File: config.mk
export PLATFORM = sky130hd
export DESIGN_NAME = ibex_xif_compressed_arbiter
export DESIGN_NICKNAME = d
export VERILOG_FILES = /design/src/rtl/ibex_xif_compressed_arbiter_pkg.sv /design/src/rtl/ibex_xif_compressed_arbiter_rr_picker.sv /design/src/rtl/ibex_xif_compressed_arbiter.sv
export SDC_FILE = /design/constraint.sdc
export NUM_CORES = 1
export LEC_CHECK = 0
export ABC_CLOCK_PERIOD_IN_PS = 2000
export CORE_UTILIZATION = 40
export DETAILED_ROUTE_END_ITERATION = 6
export GPL_ROUTABILITY_DRIVEN = 0
export PLACE_DENSITY = 0.78
export SKIP_LAST_GASP = 1
export SYNTH_ARGS = -nofsm -noshare
export SYNTH_HDL_FRONTEND = slang
export SYNTH_SLANG_ARGS = --single-unit
export TNS_END_PERCENT = 5
File: constraint.sdc
create_clock -name clk_i -period 2 [get_ports clk_i]
set_input_delay 0.6 -clock clk_i [delete_from_list [all_inputs] [get_ports clk_i]]
set_output_delay 0.6 -clock clk_i [all_outputs]
set_load 0.01 [all_outputs]
File: src/rtl/ibex_xif_compressed_arbiter_pkg.sv
// ============================================================================
// Module : ibex_xif_compressed_arbiter_pkg
// Brief  : XIF compressed-interface types and arbiter state encoding.
// Rev    : 1.0
// ============================================================================
`default_nettype none

package ibex_xif_compressed_arbiter_pkg;

  typedef struct packed {
    logic [15:0] instr;
    logic [1:0]  mode;
    logic [3:0]  id;
  } x_compressed_req_t;

  typedef struct packed {
    logic [31:0] instr;
    logic        accept;
  } x_compressed_resp_t;

  typedef enum logic [1:0] {
    ARB_IDLE  = 2'd0,
    ARB_ISSUE = 2'd1,
    ARB_RESP  = 2'd2
  } arb_state_e;

  localparam int unsigned XIF_ARB_STAT_W = 16;

  function automatic logic [XIF_ARB_STAT_W-1:0] stat_sat_inc(
    input logic [XIF_ARB_STAT_W-1:0] v
  );
    return (&v) ? v : v + 1'b1;
  endfunction

endpackage

`default_nettype wire

File: src/rtl/ibex_xif_compressed_arbiter_rr_picker.sv
// ============================================================================
// Module : ibex_rr_picker
// Brief  : Combinational round-robin picker; first set request at or after ptr.
// Rev    : 1.0
// ============================================================================
`default_nettype none

module ibex_rr_picker #(
  parameter int unsigned N  = 2,
  parameter int unsigned IW = 1
) (
  input  logic [N-1:0]  req_i,
  input  logic [IW-1:0] ptr_i,
  output logic          gnt_valid_o,
  output logic [IW-1:0] gnt_idx_o
);

  int          j;
  logic [IW-1:0] idx;

  // Scan farthest offset first so the closest match to ptr overwrites it last.
  always_comb begin
    gnt_valid_o = 1'b0;
    gnt_idx_o   = '0;
    j           = 0;
    idx         = '0;
    for (int k = N - 1; k >= 0; k--) begin
      j = int'(ptr_i) + k;
      if (j >= int'(N)) j = j - int'(N);
      idx = IW'(j);
      if (req_i[idx]) begin
        gnt_valid_o = 1'b1;
        gnt_idx_o   = idx;
      end
    end
  end

endmodule

`default_nettype wire

File: src/rtl/ibex_xif_compressed_arbiter.sv
// ============================================================================
// Module : ibex_xif_compressed_arbiter
// Brief  : Round-robin share of one XIF compressed decoder with issue timeout.
//          Optional per-requester statistics: XIF_COMP_ARB_STATS_EN.
// Rev    : 1.0
// ============================================================================
`default_nettype none

module ibex_xif_compressed_arbiter
  import ibex_xif_compressed_arbiter_pkg::*;
#(
  parameter int unsigned NUM_REQ        = 2,
  parameter int unsigned TIMEOUT_CYCLES = 16
) (
  input  logic                              clk_i,
  input  logic                              rst_i,
  input  logic [NUM_REQ-1:0]                req_valid_i,
  output logic [NUM_REQ-1:0]                req_ready_o,
  input  x_compressed_req_t [NUM_REQ-1:0]   req_i,
  output x_compressed_resp_t                resp_o,
  output logic                              dn_valid_o,
  input  logic                              dn_ready_i,
  output x_compressed_req_t                 dn_req_o,
  input  x_compressed_resp_t                dn_resp_i
`ifdef XIF_COMP_ARB_STATS_EN
  ,
  output logic [NUM_REQ*XIF_ARB_STAT_W-1:0] stat_accept_o,
  output logic [NUM_REQ*XIF_ARB_STAT_W-1:0] stat_reject_o
`endif
);

  localparam int unsigned IDX_W = (NUM_REQ > 1) ? $clog2(NUM_REQ) : 1;
  localparam int unsigned TMR_W = (TIMEOUT_CYCLES > 1) ? $clog2(TIMEOUT_CYCLES) : 1;
  localparam bit          TMO_EN = (TIMEOUT_CYCLES != 0);
  localparam logic [TMR_W-1:0] TMR_LAST =
    TMR_W'((TIMEOUT_CYCLES == 0) ? 0 : TIMEOUT_CYCLES - 1);
  localparam logic [IDX_W-1:0] IDX_LAST = IDX_W'(NUM_REQ - 1);

  arb_state_e         state_q, state_d;
  logic [IDX_W-1:0]   ptr_q, ptr_d;
  logic [IDX_W-1:0]   grant_q, grant_d;
  logic [TMR_W-1:0]   timer_q, timer_d;
  x_compressed_req_t  dn_req_q, dn_req_d;
  x_compressed_resp_t resp_q, resp_d;

  logic               pick_valid;
  logic [IDX_W-1:0]   pick_idx;

  ibex_rr_picker #(
    .N  (NUM_REQ),
    .IW (IDX_W)
  ) u_picker (
    .req_i       (req_valid_i),
    .ptr_i       (ptr_q),
    .gnt_valid_o (pick_valid),
    .gnt_idx_o   (pick_idx)
  );

  always_comb begin
    state_d  = state_q;
    ptr_d    = ptr_q;
    grant_d  = grant_q;
    timer_d  = timer_q;
    dn_req_d = dn_req_q;
    resp_d   = resp_q;
    case (state_q)
      ARB_IDLE: begin
        if (pick_valid) begin
          grant_d  = pick_idx;
          dn_req_d = req_i[pick_idx];
          state_d  = ARB_ISSUE;
        end
      end
      ARB_ISSUE: begin
        // A handshake on the final allowed cycle still counts as a real response.
        if (dn_ready_i) begin
          resp_d  = dn_resp_i;
          state_d = ARB_RESP;
        end else if (TMO_EN && (timer_q == TMR_LAST)) begin
          resp_d  = '0;
          state_d = ARB_RESP;
        end else begin
          timer_d = timer_q + 1'b1;
        end
      end
      ARB_RESP: begin
        ptr_d   = (grant_q == IDX_LAST) ? '0 : grant_q + 1'b1;
        timer_d = '0;
        state_d = ARB_IDLE;
      end
      default: state_d = ARB_IDLE;
    endcase
  end

  always_ff @(posedge clk_i) begin
    if (rst_i) begin
      state_q  <= ARB_IDLE;
      ptr_q    <= '0;
      grant_q  <= '0;
      timer_q  <= '0;
      dn_req_q <= '0;
      resp_q   <= '0;
    end else begin
      state_q  <= state_d;
      ptr_q    <= ptr_d;
      grant_q  <= grant_d;
      timer_q  <= timer_d;
      dn_req_q <= dn_req_d;
      resp_q   <= resp_d;
    end
  end

  always_comb begin
    req_ready_o = '0;
    if (state_q == ARB_RESP) req_ready_o[grant_q] = 1'b1;
  end

  assign resp_o     = (state_q == ARB_RESP) ? resp_q : '0;
  assign dn_valid_o = (state_q == ARB_ISSUE);
  assign dn_req_o   = dn_req_q;

`ifdef XIF_COMP_ARB_STATS_EN
  for (genvar g = 0; g < NUM_REQ; g++) begin : g_stats
    logic [XIF_ARB_STAT_W-1:0] acc_q, acc_d;
    logic [XIF_ARB_STAT_W-1:0] rej_q, rej_d;

    always_comb begin
      acc_d = acc_q;
      rej_d = rej_q;
      if ((state_q == ARB_RESP) && (grant_q == IDX_W'(g))) begin
        if (resp_q.accept) acc_d = stat_sat_inc(acc_q);
        else               rej_d = stat_sat_inc(rej_q);
      end
    end

    always_ff @(posedge clk_i) begin
      if (rst_i) begin
        acc_q <= '0;
        rej_q <= '0;
      end else begin
        acc_q <= acc_d;
        rej_q <= rej_d;
      end
    end

    assign stat_accept_o[g*XIF_ARB_STAT_W +: XIF_ARB_STAT_W] = acc_q;
    assign stat_reject_o[g*XIF_ARB_STAT_W +: XIF_ARB_STAT_W] = rej_q;
  end
`endif

endmodule

`default_nettype wire

After elaboration in Yosys (flattened, before gate mapping)
Index checks and enable logic that the tools add are counted.
{"block": "totals", "output_inout_bits": 58, "word_cells": 62, "input_bits": 82, "reg_bits": 63}
{"block": "op_classes", "eq_ne": 7, "addsub": 5, "n_lt_le_gt_ge": 7, "muxes": 26, "reduce_logical": 8}
{"operator": "two-way mux 33 bit", "count": 3}
{"operator": "two-way mux 22 bit", "count": 2}
{"operator": "two-way mux 1 bit", "count": 12}
{"operator": "< comparator 1 x 2 -> 1 bit (second input constant)", "count": 4}
{"operator": "two-way mux 2 bit", "count": 4}
{"operator": "two-way mux 4 bit", "count": 2}
{"operator": "one-hot mux 4 bit (2 select lines)", "count": 1}
{"operator": "!= test 2 bit (second input constant)", "count": 3}
{"operator": "AND reduction 2 bit", "count": 3}
{"operator": "adder 4 x 1 -> 4 bit (second input constant)", "count": 1}
{"operator": "== test 4 bit (second input constant)", "count": 1}
{"operator": "one-hot mux 2 bit (2 select lines)", "count": 1}
{"operator": "nonzero test 2 bit", "count": 2}
{"operator": "!= test 3 x 1 -> 1 bit (second input constant)", "count": 1}
{"operator": "AND reduction 3 bit", "count": 1}
{"operator": "adder 1 x 1 -> 2 bit (second input constant)", "count": 1}
{"operator": "== test 2 x 1 -> 1 bit (second input constant)", "count": 1}
{"operator": "== test 2 bit (second input constant)", "count": 1}
{"operator": "greater-or-equal comparator 1 x 2 -> 1 bit (second input constant)", "count": 1}
{"operator": "greater-or-equal comparator 2 bit (second input constant)", "count": 1}
{"operator": "logical NOT 2 bit", "count": 1}
{"operator": "subtractor 1 bit (second input constant)", "count": 2}
{"operator": "adder 1 bit (second input constant)", "count": 1}
{"operator": "demux 1 bit (select 1 bit)", "count": 1}
{"operator": "2 further kinds", "count": 2}

Longest topological paths before layout
{"block": "logic_depth", "word_depth": 9, "depth_mapped": 7, "mapped_depth_nobuf": 5}

Cells and area by module
A second synthesis with hierarchy kept.
{"block": "hier_totals", "hier_cells": 270, "area_unflattened_um2": 2735.1}
{"mod": "ibex_xif_compressed_arbiter", "n_inst": 1, "seq_area_each_um2": 1261.2, "cells_each": 267, "area_each_um2": 2717.6}
{"mod": "ibex_rr_picker", "n_inst": 1, "seq_area_each_um2": 0.0, "cells_each": 3, "area_each_um2": 17.5}

Least setup slack after synthesis
Ideal clock, no wire load.
{"block": "synth_timing", "path_kind": "register to output", "start": "register state_q[0]", "end": "output port resp_o[10] in the netlist's numbering", "arrival_time_ns": 1.216, "path_buffers": 2, "stages_incl_launch_ff": 6, "path_slack_ns": 0.184, "required_time_ns": 1.400, "path_cell_list": "dfxtp_1 > inv_1 > ha_1 > clkbuf_1 > clkbuf_1 > and2_1"}
{"item": "start, declared", "line_no": "ibex_xif_compressed_arbiter.sv:39", "text": "arb_state_e state_q, state_d;"}
{"item": "start signal, assigned", "line_no": "ibex_xif_compressed_arbiter.sv:104", "text": "state_q <= state_d;"}
{"item": "end, declared", "line_no": "ibex_xif_compressed_arbiter.sv:20", "text": "output x_compressed_resp_t resp_o,"}

==> metrics.csv <==
stage;metric;value;unit
status;status;complete, but fails checks;
status;failing checks;negative setup slack;
layout;Finished Layout Cells;521;
grt;gr ovfl total;0;
sta;Setup TNS;-572;ps
worst_setup_path;CP Cell Sequence;inv_2 -> ha_4 -> bufbuf_16 -> and2_1 -> buf_2;
power;LEAKAGE;1.82;nW
worst_setup_path;CP Capture Point;resp_o[6];
detailed_routing;Vias;2767;
synth;Mapped Cells;295;
worst_setup_path;crit end category;output port;
worst_setup_path;crit path max fanout;19;
synth;Synth Warn #;0;
power;Combinational Power Share;0.259;
detailed_routing;WL/cell;14.7;um
detailed_routing;DRT iter0 DRCs;77;
synth;most frequent cell after synthesis;dfxtp_1;
die;die area;7320;sq um
sta;final setup vio count;28;
die;Die Y;85.5;um
clocking;CTS root buf;clkbuf_8;
detailed_routing;antenna-violating nets left;0;
synth;sequential share of the synthesized area;0.452;
grt;number of global-route vias before repair;2767;
grt;pin count of the biggest net entering global routing;45;
power;internal power;2.72;mW
detailed_routing;drt drc;0;
power;Reg power frac;0.405;
clocking;clock buffer depth;2;
die;# rows;30;
layout;layout cells sized above 1;0.132;
die;Die Wd;85.5;um
worst_setup_path;r2r endpoint;timer_q[1];
clocking;CTS tree;built;
worst_setup_path;crit path buf inv count;3;
place;IO Port Bufs;139;
synth;fraction of registers with async set or reset after synthesis;0;
worst_setup_path;type of origin of the critical path;flop;
synth;ys flop type;dfxtp_1;
clocking;H-tree Lvls;3;
synth;Synth Register Bits;63;
run;maxcap violations;0;
worst_setup_path;CP Depth;5;
power;clock share of power;0.335;
sta;min setup slack post-route;-40.3;ps
die;Core Area;6760;sq um
grt;first-pass GRT wire length;12800;um
worst_setup_path;cell count of the worst reg-to-reg path;7;
synth;synthesized area;2790;sq um
grt;initial antenna violation count;0;
place;worst slack, placed;-78.7;ps
clocking;CTS Sinks;63;
sta;Slew headroom;0.815;
min_path;Hold WC Path Type;flop to flop;
worst_setup_path;Slowest cell on crit path;dfxtp_2;
worst_setup_path;CP peak stage delay;330;ps
layout;Layout Utilization;0.678;
synth;Synth area leaders;dfxtp_1, a22o_1, and2_1, a311oi_1, nand3b_1;
worst_setup_path;CP Launch Point;state_q[0];
power;PD cells;794;nW/um^2
layout;Nets;523;
sta;Final Skew;8.14;ps
worst_setup_path;register-to-register setup slack;200;ps
layout;Area growth syn-to-layout;64.1;%
sta;Worst Tran Pin Value;275;ps
clocking;Reg clk slew, reported paths;70;ps
min_path;hold path depth;1;
sta;Max Slew Vio Count;0;
synth;Synth top cells by count;dfxtp_1, and2_1, a22o_1, nor2_1;
sta;Final Hold Viols;0;
synth;Unique masters post-synth;33;
power;worst vdd ir;0.000512;V
worst_setup_path;CP arrival;1440;ps
clocking;clock buffer count from CTS;9;
clocking;Hold-fix buffers, CTS;0;
clocking;clk_lat worst skew;330;ps
layout;ANT cells;0;
power;Switching Share;0.253;
sta;Tcrit/Tclk final;1.02;
synth;syn_nets;382;
sta;Final Critical Period;2040;ps
synth;Avg Inst Size Synth;9.46;sq um
die;I/O pins;140;
synth;Yosys top cell area share;0.452;
detailed_routing;DRT Pass-1 Iters;4;
synth;count of flip-flops with a built-in enable after synthesis;0;
place;Detailed Place HPWL;5210;um
sta;Max Freq;0.490;GHz
power;switching power;921;uW
detailed_routing;drt total wl;7660;um
worst_setup_path;RR Startpoint;state_q[1];
detailed_routing;Vias/cell;5.31;
worst_setup_path;Critical Path RT;1400;ps
synth;cell taking the most area after synthesis;dfxtp_1;
place;dpl cells;504;
grt;total track usage;0.220;
sta;RSZ-0062 raised after global routing;true;
worst_setup_path;cell family with most CP delay;buffers and inverters;
worst_setup_path;Crit Path Class;flop to output port;
die;starting density of the core;0.413;
[sequential cells by signal (all words and copies together), names as in the netlist]
register and flops:
dn_req_o 22, grant_q 1, ptr_q 1, resp_q 33, state_q 2, timer_q 4
[per-layer routing]
layer | global-route usage | wire (um) | vias up
met3 | 0.0703 | 733 | 6
met2 | 0.376 | 3640 | 122
li1 | - | - | 1363
met1 | 0.254 | 3220 | 1276
met5 | 0 | 0 | -
met4 | 0.0924 | 78 | 0
[how the worst min path moves through the flow]
stage	end	from	slack [ps]
global route	resp_q[7]	resp_q[7]	490
floorplan	resp_q[0]	resp_q[0]	440
CTS	resp_q[11]	resp_q[11]	480
finish	resp_q[3]	resp_q[3]	470
global placement	resp_q[17]	resp_q[17]	450
detailed placement	resp_q[16]	resp_q[16]	460
[power groups by stage]
stage                     clock network, mW  logic (mW)  registers [mW]
final                                  1.22       0.942            1.47
after global routing                   1.32        1.03            1.49
after CTS                              1.26       0.951            1.47
after detailed placement                  0       0.930            1.49
after global placement                    0       0.917            1.49
after floorplan                           0       0.412            1.52
[worst reg2reg max path, delay by kind of cell, from the launching register on]
| kind | cells | cell delay, ps |
|---|---|---|
| compound gates | 1 | 150 |
| fa+ha+maj | 1 | 200 |
| buf+inv | 3 | 340 |
| flops | 1 | 360 |
| simple gates | 2 | 690 |
[cells in the final DEF (no fill, tap or decap), types with 4 or more instances in the layout]
cell type / count
clkbuf_8: 11
a22o_1: 33
nand2b_1: 6
buf_4: 11
and2_1: 34
ha_1: 4
clkdlybuf4s15_1: 20
dfxtp_1: 61
a21oi_1: 4
buf_12: 7
nand3b_1: 24
nor2_1: 25
a311oi_1: 22
buf_2: 14
clkdlybuf4s50_1: 103
o21ai_0: 24
[cells by family (layout without fill, tap and decap cells)]
family,after synthesis,after routing,synth area share
AND/OR/NAND/NOR,99,99,0.213
AO/OA/AOI/OAI,96,96,0.260
flip-flops,63,63,0.452
buffers and inverters,31,177,0.0489
adder cells (fa/ha/maj),5,5,0.0224
multiplexers,1,1,0.00359
[layout make-up]
class                           count  area, sq um
Multi-Input combinational cell    201         1410
Fill cell                         543         2170
Clock buffer                       13          159
Timing Repair Buffer              158         1570
Tap cell                           80          100
Sequential cell                    63         1260
Clock inverter                      3         65.1
Inverter                            3         11.3
[timing repair]
action,4_1_cts,5_1_grt
setup endpoints to repair,36,36
cloned,1,0
setup buffers,0,0
pin swaps,1,0
gates resized for setup,103,0
[per-stage QoR]
stage | power, mW | area [sq um] | hold slack, ps
3_5_place_dp | 2.42 | 4380 | 455
4_1_cts | 3.69 | 4580 | 476
6_report | 3.64 | 4580 | 470
2_1_floorplan | 1.93 | 2790 | 440
5_1_grt | 3.84 | 4580 | 486
3_3_place_gp | 2.41 | 4380 | 453
Note: power is estimated with default switching activity, not from simulation.
